**src/rtl/acc_cpu_core_pkg.sv**
```systemverilog
// Shared definitions for the accumulator CPU core: opcode encodings and FSM states.
package acc_cpu_core_pkg;

   localparam int unsigned OPC_W = 4;

   localparam logic [OPC_W-1:0] OP_NOP  = 4'h0;
   localparam logic [OPC_W-1:0] OP_LDI  = 4'h1;
   localparam logic [OPC_W-1:0] OP_ADD  = 4'h2;
   localparam logic [OPC_W-1:0] OP_SUB  = 4'h3;
   localparam logic [OPC_W-1:0] OP_AND  = 4'h4;
   localparam logic [OPC_W-1:0] OP_OR   = 4'h5;
   localparam logic [OPC_W-1:0] OP_XOR  = 4'h6;
   localparam logic [OPC_W-1:0] OP_JMP  = 4'h8;
   localparam logic [OPC_W-1:0] OP_JZ   = 4'h9;
   localparam logic [OPC_W-1:0] OP_JC   = 4'hA;
   localparam logic [OPC_W-1:0] OP_JNZ  = 4'hB;
   localparam logic [OPC_W-1:0] OP_JR   = 4'hC;
   localparam logic [OPC_W-1:0] OP_HALT = 4'hF;

   typedef enum logic [1:0] {
      FETCH_OP  = 2'd0,
      FETCH_ARG = 2'd1,
      EXEC      = 2'd2,
      HALTED    = 2'd3
   } state_t;

endpackage

```
**src/rtl/acc_cpu_core_if.sv**
```systemverilog
// Instruction-memory fetch port: req/addr from the core, ack/rdata from memory.
//   req   : fetch request, held with addr stable until ack
//   addr  : fetch address
//   ack   : rdata valid this cycle
//   rdata : fetched word
interface acc_cpu_core_if #(
   parameter int unsigned DATA_W = 4,
   parameter int unsigned ADDR_W = 4
);
   logic              req;
   logic [ADDR_W-1:0] addr;
   logic              ack;
   logic [DATA_W-1:0] rdata;

   modport master (output req, addr, input ack, rdata);
   modport slave  (input req, addr, output ack, rdata);
endinterface

```
**src/rtl/acc_cpu_core_alu.sv**
```systemverilog
// Combinational ALU for the accumulator core.
//   a, b   : accumulator and operand
//   op     : opcode (non-ALU codes pass a through)
//   result : new accumulator value
//   carry  : ADD carry-out, SUB no-borrow, 0 otherwise
//   zero   : result == 0
module alu_n
   import acc_cpu_core_pkg::*;
#(
   parameter int unsigned DATA_W = 4
) (
   input  logic [DATA_W-1:0] a,
   input  logic [DATA_W-1:0] b,
   input  logic [OPC_W-1:0]  op,
   output logic [DATA_W-1:0] result,
   output logic              carry,
   output logic              zero
);

   always_comb begin
      result = a;
      carry  = 1'b0;
      case (op)
         OP_LDI: result = b;
         OP_ADD: {carry, result} = (DATA_W+1)'(a) + (DATA_W+1)'(b);
         OP_SUB: begin
            result = a - b;
            carry  = (a >= b);
         end
         OP_AND: result = a & b;
         OP_OR:  result = a | b;
         OP_XOR: result = a ^ b;
         default: result = a;
      endcase
   end

   assign zero = (result == '0);

endmodule

```
**src/rtl/acc_cpu_core.sv**
```systemverilog
// Accumulator CPU core: fetches opcode/operand word pairs, executes ALU, load,
// branch and halt instructions on a DATA_W accumulator with Z/C flags.
//   clk, reset : clock, asynchronous active-low reset
//   imem       : instruction fetch port (master side)
//   resume     : leave HALTED
//   acc        : accumulator
//   flag_z     : zero flag
//   flag_c     : carry / no-borrow flag
//   pc         : address of the next instruction to fetch
//   halted     : high while halted
//   retire     : high for the EXEC cycle of each instruction
module acc_cpu_core
   import acc_cpu_core_pkg::*;
#(
   parameter int unsigned DATA_W = 4,
   parameter int unsigned ADDR_W = 4
) (
   input  logic                 clk,
   input  logic                 reset,
   acc_cpu_core_if.master       imem,
   input  logic                 resume,
   output logic [DATA_W-1:0]    acc,
   output logic                 flag_z,
   output logic                 flag_c,
   output logic [ADDR_W-1:0]    pc,
   output logic                 halted,
   output logic                 retire
);

   state_t              state;
   logic [OPC_W-1:0]    opcode;
   logic [DATA_W-1:0]   operand;

   logic [DATA_W-1:0]   alu_result;
   logic                alu_carry;
   logic                alu_zero;

   logic [ADDR_W-1:0]   op_addr;
   logic [ADDR_W-1:0]   pc_seq;
   logic [ADDR_W-1:0]   pc_exec;

   alu_n #(.DATA_W(DATA_W)) u_alu (
      .a      (acc),
      .b      (operand),
      .op     (opcode),
      .result (alu_result),
      .carry  (alu_carry),
      .zero   (alu_zero)
   );

   // pc holds pc_instr until EXEC, so all targets are relative to it.
   assign op_addr = operand[ADDR_W-1:0];
   assign pc_seq  = pc + ADDR_W'(2);

   // Next pc at the end of EXEC.
   always_comb begin
      pc_exec = pc_seq;
      case (opcode)
         OP_JMP: pc_exec = op_addr;
         OP_JZ:  if (flag_z)  pc_exec = op_addr;
         OP_JC:  if (flag_c)  pc_exec = op_addr;
         OP_JNZ: if (!flag_z) pc_exec = op_addr;
         OP_JR:  pc_exec = pc + op_addr;
         default: pc_exec = pc_seq;
      endcase
   end

   // Control FSM with registered fetch port and architectural state.
   // req is 0 in reset, so the first FETCH_OP cycle only raises req; any ack
   // seen without an outstanding request is ignored.
   always_ff @(posedge clk or negedge reset) begin
      if (!reset) begin
         state     <= FETCH_OP;
         opcode    <= OP_NOP;
         operand   <= '0;
         acc       <= '0;
         flag_z    <= 1'b0;
         flag_c    <= 1'b0;
         pc        <= '0;
         halted    <= 1'b0;
         retire    <= 1'b0;
         imem.req  <= 1'b0;
         imem.addr <= '0;
      end else begin
         retire <= 1'b0;
         case (state)
            FETCH_OP: begin
               if (!imem.req) begin
                  imem.req  <= 1'b1;
                  imem.addr <= pc;
               end else if (imem.ack) begin
                  opcode    <= imem.rdata[OPC_W-1:0];
                  imem.addr <= pc + ADDR_W'(1);
                  state     <= FETCH_ARG;
               end
            end
            FETCH_ARG: begin
               if (imem.ack) begin
                  operand  <= imem.rdata;
                  imem.req <= 1'b0;
                  retire   <= 1'b1;
                  state    <= EXEC;
               end
            end
            EXEC: begin
               case (opcode)
                  OP_LDI: begin
                     acc    <= alu_result;
                     flag_z <= alu_zero;
                  end
                  OP_ADD, OP_SUB, OP_AND, OP_OR, OP_XOR: begin
                     acc    <= alu_result;
                     flag_z <= alu_zero;
                     flag_c <= alu_carry;
                  end
                  default: ;
               endcase
               pc        <= pc_exec;
               imem.addr <= pc_exec;
               if (opcode == OP_HALT) begin
                  halted <= 1'b1;
                  state  <= HALTED;
               end else begin
                  imem.req <= 1'b1;
                  state    <= FETCH_OP;
               end
            end
            HALTED: begin
               if (resume) begin
                  halted   <= 1'b0;
                  imem.req <= 1'b1;
                  state    <= FETCH_OP;
               end
            end
            default: state <= FETCH_OP;
         endcase
      end
   end

endmodule

```
**src/flat_wrapper.sv**
```systemverilog
// flat-port wrapper written by rule: the top's interface ports become plain ports
module acc_cpu_core_flat import acc_cpu_core_pkg::*;
#(
   parameter int unsigned DATA_W = 4,
   parameter int unsigned ADDR_W = 4
)
  (clk, reset, resume, acc, flag_z, flag_c, pc, halted, retire, imem_req, imem_addr, imem_ack, imem_rdata);
  acc_cpu_core_if #(.DATA_W(DATA_W), .ADDR_W(ADDR_W)) imem_i ();
  input  logic clk;
  input  logic reset;
  input  logic resume;
  output logic [DATA_W-1:0] acc;
  output logic flag_z;
  output logic flag_c;
  output logic [ADDR_W-1:0] pc;
  output logic halted;
  output logic retire;
  output wire logic [$bits(imem_i.req)-1:0] imem_req;
  output wire logic [$bits(imem_i.addr)-1:0] imem_addr;
  input wire logic [$bits(imem_i.ack)-1:0] imem_ack;
  input wire logic [$bits(imem_i.rdata)-1:0] imem_rdata;
  assign imem_req = imem_i.req;
  assign imem_addr = imem_i.addr;
  assign imem_i.ack = imem_ack;
  assign imem_i.rdata = imem_rdata;
  acc_cpu_core #(.DATA_W(DATA_W), .ADDR_W(ADDR_W)) u_core (.clk(clk), .reset(reset), .imem(imem_i), .resume(resume), .acc(acc), .flag_z(flag_z), .flag_c(flag_c), .pc(pc), .halted(halted), .retire(retire));
endmodule
```
**config.mk**
```make
export PLATFORM = sky130hd
export DESIGN_NAME = acc_cpu_core_flat
export DESIGN_NICKNAME = d
export VERILOG_FILES = /design/src/rtl/acc_cpu_core_pkg.sv /design/src/rtl/acc_cpu_core_if.sv /design/src/rtl/acc_cpu_core_alu.sv /design/src/rtl/acc_cpu_core.sv /design/src/flat_wrapper.sv
export SDC_FILE = /design/constraint.sdc
export NUM_CORES = 1
export LEC_CHECK = 0
export CAP_MARGIN = 10
export CORE_AREA = 10 10 98 57
export DETAILED_ROUTE_END_ITERATION = 12
export DIE_AREA = 0 0 108 67
export GPL_TIMING_DRIVEN = 0
export PLACE_DENSITY = 0.83
export SYNTH_ARGS = -nofsm -noshare
export SYNTH_HDL_FRONTEND = slang
export SYNTH_SLANG_ARGS = --single-unit
```
**constraint.sdc**
```tcl
create_clock -name clk -period 2.56 [get_ports clk]
set_input_delay 0.512 -clock clk [delete_from_list [all_inputs] [get_ports clk]]
set_output_delay 0.512 -clock clk [all_outputs]
set_load 0.01 [all_outputs]
```
Word level (Yosys, flattened, before mapping)
Cells that the tools add are included.

Reduce and logical (&&, ||, !) cells: 14. Bitwise gates (word level): 3. $mul: 0. Equality and inequality tests: 22. Mux-type cells: 24. Order comparisons: 1. Shift operators: 0. $add $sub $neg: 5. Div/mod/pow operators: 0.

Operator list (number): $eq A4 B4 Y1 const B (6); $pmux W4 S6 (1); $mux W4 (5); $pmux W4 S5 (1); $eq A4 B3 Y1 const B (3); $mux W2 (5); $reduce_and A3 Y1 (3); $eq A4 B2 Y1 const B (2); $ne A2 B2 Y1 const B (4); $pmux W2 S4 (1); $pmux W4 S2 (1); $reduce_and A2 Y1 (4); $mux W1 (7); $reduce_or A6 Y1 (1); $add A4 B4 Y5 (1); $reduce_or A5 Y1 (1); $add A4 B1 Y4 const B (1); $add A4 B2 Y4 const B (1); $add A4 B4 Y4 (1); $and A4 B4 Y4 (1); $eq A2 B2 Y1 const B (2); $eq A4 B1 Y1 const B (1); $ge A4 B4 Y1 (1); $logic_not A4 Y1 (1); other kinds (11) (14).

Bits in read-only memories: 0. Flip-flop bits (word level): 27. Bits in latches: 0. Memory bits (writable): 0. Memories: 0. Word-level logic and storage cells: 80. Output and inout port bits: 17.

Longest topological paths before layout
Depth in word-level cells: 4. Mapped depth: 9.

Hierarchy
From an unflattened synthesis, not the netlist that was laid out.

Cell total of the unflattened synthesis: 233. Area, all modules: 2237.1 um^2.

Modules (own cells, without submodules): acc_cpu_core (area each 1592.8 um^2, instances 1, sequential area each 675.6 um^2, cells each 144); alu_n (area each 644.4 um^2, instances 1, sequential area each 0.0 um^2, cells each 89).

Worst setup path after synthesis
OpenSTA, ideal clock, no wires.

Path kind: reg2reg. Start point: register u_core.acc[0]. End point: register u_core.flag_z. Slack: 0.608 ns. Period minus slack after synthesis: 1.952 ns. Arrival: 1.830 ns. Data required time: 2.438 ns. Cell stages (with the launch flop): 10. Cell sequence: dfrtp_1 -> inv_1 -> ha_1 -> inv_1 -> fa_1 -> xnor2_1 -> a41oi_1 -> o211ai_1 -> o21ai_0 -> a32o_1.

Cells in the longest elaborated chain, start to end: 3.

RTL lines: start, declared (RTL line acc_cpu_core.sv:22) `output logic [DATA_W-1:0] acc,`; start signal, assigned (RTL line acc_cpu_core.sv:108) `acc <= alu_result;`; start signal, assigned (RTL line acc_cpu_core.sv:112) `acc <= alu_result;`; $sub A4 B4 Y4 (tied with other cells) (RTL line acc_cpu_core_alu.sv:27) `result = a - b;`; $pmux W4 S6 * (RTL line acc_cpu_core_alu.sv:23) `case (op)`; $logic_not A4 Y1 * (RTL line acc_cpu_core_alu.sv:37) `assign zero = (result == '0);`; end signal, assigned (RTL line acc_cpu_core.sv:109) `flag_z <= alu_zero;`; end signal, assigned (RTL line acc_cpu_core.sv:113) `flag_z <= alu_zero;`; end, declared (RTL line acc_cpu_core.sv:23) `output logic flag_z,`.

Every way passes the cells marked *; elsewhere a longest branch is shown, timed or not. A chain may end at the register's enable or synchronous reset.

Final worst setup path
Start point: register u_core.operand[1] (netlist: u_core.op_addr[1]). End point: register u_core.flag_z.

Cells in the longest elaborated chain, start to end: 3.

RTL lines: start, declared (RTL line acc_cpu_core.sv:32) `logic [DATA_W-1:0] operand;`; start signal, assigned (RTL line acc_cpu_core.sv:99) `operand <= imem.rdata;`; $sub A4 B4 Y4 (tied with other cells) (RTL line acc_cpu_core_alu.sv:27); $pmux W4 S6 * (RTL line acc_cpu_core_alu.sv:23); $logic_not A4 Y1 * (RTL line acc_cpu_core_alu.sv:37).

Marked as above.

==> impl_metrics.py <==
metrics = {
    "global_routing": {
        "met1_usage_pct": 17.3,
        "antenna_found_initial": 0,
        "grt_first_pass_wirelength_mm": 8.36,
        "grt_pass1_vias": 1729,
        "top_usage_layer": "met2",
        "grt.met3_usage_pct": 3.26,
        "use_met2_pct": 24.8,
        "grt_usage_pct": 14.2,
        "grt_max_degree": 28,
        "grt_overflow": 0,
    },
    "cells_and_area": {
        "finalNonFillerCells": 319,
        "final_nets": 294,
        "drive_gt1_share_pct": 7.92,
        "fill_cells": 316,
        "fin_util_pct": 63.4,
        "syn_to_final_growth_pct": 16.9,
        "diodes": 0,
    },
    "clock_network": {
        "root_buffer": "clkbuf_8",
        "clk_pin_slew_ns": 0.10,
        "cts_buffers": 3,
        "clock_latency_ns": 0.28,
        "cts_sinks": 27,
        "post_cts_buffers": 0,
        "cts_tree": "built",
        "ctsHtreeMaxLevel": 1,
        "cts_hold_buf": 0,
        "clockBufferDepth": 2,
        "ctsResizeCount": 0,
    },
    "worst_setup_path": {
        "critPathLaunchType": "register",
        "reg2regPathDepth": 7,
        "cp.arrival_ns": 2.41,
        "crit_type": "register to register",
        "setup.worst_path.start": "u_core.op_addr[1]",
        "endpoint_kind": "register",
        "critical_path.max_fanout": 6,
        "r2r-end": "u_core.flag_z",
        "reg2reg_slack_ns": 0.38,
        "critical_path_required_ns": 2.79,
        "r2r-start": "u_core.op_addr[1]",
    },
    "sta": {
        "worst_slack_ns": 0.375,
        "hold_ws_ns": 0.215,
        "rsz0062_at_grt": "no",
        "setup_viol": 0,
        "max_freq_mhz": 458,
        "report.final.slew_viol_count": 0,
        "fin_crit_ns": 2.18,
        "worst_pin_slew_ns": 0.574,
        "min_period_over_period_pct": 85.3,
        "finalClockSkew_ns": 0.00632,
        "slew_headroom_pct": 60.8,
        "tns_ns": 0,
        "finalHoldViolCount": 0,
    },
    "synthesis": {
        "synth_area_mm2": 0.00207,
        "synth_top_area_share_pct": 32.6,
        "ys_warn_count": 0,
        "synth_enable_flop_cells": 0,
        "synth_top_family_by_area": "simple AND/OR/NAND/NOR gates",
        "syn_area_per_cell_um2": 8.75,
        "synthMuxAreaShare_pct": 2.65,
        "synth.most_common_cell": "dfrtp_1",
        "async_reset_ff_share_pct": 100,
        "synth-adder-area-share_pct": 13.1,
        "synth-simple-area-share_pct": 21.7,
        "synthTopCellsByCount": "dfrtp_1 (27), nand2_1 (26), nor2_1 (18)",
        "synth_area_leaders": "dfrtp_1 (33%), ha_1 (10%), nand2_1 (4.7%), a21oi_1 (3.4%), o21ai_0 (3.4%)",
        "syn_nets": 265,
        "synth-xor-area-share_pct": 4.22,
        "synthCells": 237,
        "synth_compound_area_share_pct": 19.7,
        "synth.distinct_cells": 51,
        "ys_ff_latch": 27,
        "synth_area_leader_cell": "dfrtp_1",
        "synthFlopType": "dfrtp_1",
        "seq_area_frac_synth_pct": 32.6,
    },
    "placement": {
        "dp_cells": 315,
        "place_ws_ns": 0.398,
        "io_buffers": 24,
        "finalWeightedCongestion": 0.878,
        "dpl.hpwl_mm": 3.77,
    },
    "routing": {
        "vias": 1839,
        "finalWirelength_mm": 5.11,
        "drtIter0Drc": 127,
        "ant_nets": 0,
        "post-route-drc-count": 0,
        "wl_per_cell_um": 16.0,
        "drt_first_pass_iters": 4,
        "viasPerCell": 5.76,
    },
    "floorplan": {
        "start_util_pct": 54.3,
        "dieWidth_um": 108,
        "coreArea_mm2": 0.00382,
        "die_area_mm2": 0.00724,
        "die_h_um": 67,
        "row_count": 16,
        "io_pins": 25,
    },
    "run": {
        "drv_cap": 0,
    },
    "min_path": {
        "worstHoldPathType": "input pin to asynchronous set/reset pin",
    },
    "power_and_ir_drop": {
        "powerDensity_mw_per_mm2": 1430,
        "peakVddDrop_uv": 521,
        "leakage_nw": 1.06,
    },
    "run_status": {
        "outcome": "complete, no violations",
    },
}
per-layer routing:
| metal | wire (um) | vias to the layer above |
|---|---|---|
| li1 | - | 885 |
| met1 | 2240 | 893 |
| met2 | 2480 | 55 |
| met3 | 344 | 6 |
| met4 | 51 | 0 |
| met5 | 0 | - |
layout by cell type, fill, tap and decap left out, types with 2 or more instances in the layout:
master,n
dfrtp_1,27
nand2_1,26
clkdlybuf4s50_1,23
nor2_1,18
ha_1,17
inv_1,14
o21ai_0,14
a21oi_1,14
nand2b_1,7
nor2b_1,6
nand3_1,6
xor2_1,6
clkbuf_1,5
buf_2,5
a21o_1,5
nor3_1,4
mux2_2,4
a221oi_1,4
xnor2_1,4
a211oi_1,3
o21bai_1,3
o31ai_1,3
o21a_1,3
and3b_1,3
fa_1,3
clkbuf_8,3
clkinv_1,2
buf_4,2
a31oi_1,2
nand3b_1,2
or3_1,2
o211ai_1,2
or3b_1,2
power breakdown:
| part | switching, mW | internal [mW] | leakage (nW) |
|---|---|---|---|
| combinational | 1.25 | 1.07 | 0.709 |
| sequential | 0.259 | 0.633 | 0.328 |
| clock | 0.152 | 0.111 | 0.0217 |
critical path, cell delays in order, from the launching register on:
cell and delay (ns):
dfrtp_1 0.52, inv_1 0.21, ha_1 0.37, a21o_1 0.20
a21oi_1 0.18, xnor2_1 0.08, a221oi_1 0.34, a32o_1 0.22
final cells by class:
type | count | area, um2 | area share, %
inverter | 16 | 60.1 | 2.48
multi-input combinational | 182 | 1270 | 52.5
tap | 54 | 67.6 | 2.78
buffer | 12 | 65.1 | 2.68
timing repair buffer | 24 | 235 | 9.70
sequential | 27 | 676 | 27.8
clock buffer | 3 | 41.3 | 1.70
clock inverter | 1 | 7.51 | 0.309
kinds of logic after synthesis:
family / Yosys count
XOR/XNOR: 10
multiplexers: 5
AO/OA/AOI/OAI: 62
AND/OR/NAND/NOR: 85
flip-flops: 27
buffers and inverters: 28
adder cells (fa/ha/maj): 20
state kept, by name (all words and copies together), names as in the netlist, 2 cells and up:
register,cells
u_core.acc,4
u_core.imem.addr,4
u_core.op_addr,4
u_core.opcode,4
u_core.pc,4
u_core.state,2
metrics by stage:
stage                     area [um2]  total power, mW
after CTS                       2430             3.45
after global placement          2380             3.09
after global routing            2430             3.77
after floorplan                 2070             2.46
after detailed placement        2380             3.17
final                           2430             3.47
worst max-delay path by stage:
stage / to / slack [ns] / depth (start not counted)
after detailed placement: u_core.flag_z / 0.40 / 7
final: u_core.flag_z / 0.38 / 7
after global placement: u_core.opcode[0] / 0.41 / 5
after global routing: u_core.flag_z / 0.23 / 7
after CTS: u_core.flag_z / 0.37 / 8
after floorplan: u_core.flag_z / 0.61 / 9
Note: power is estimated with default switching activity, not from simulation.
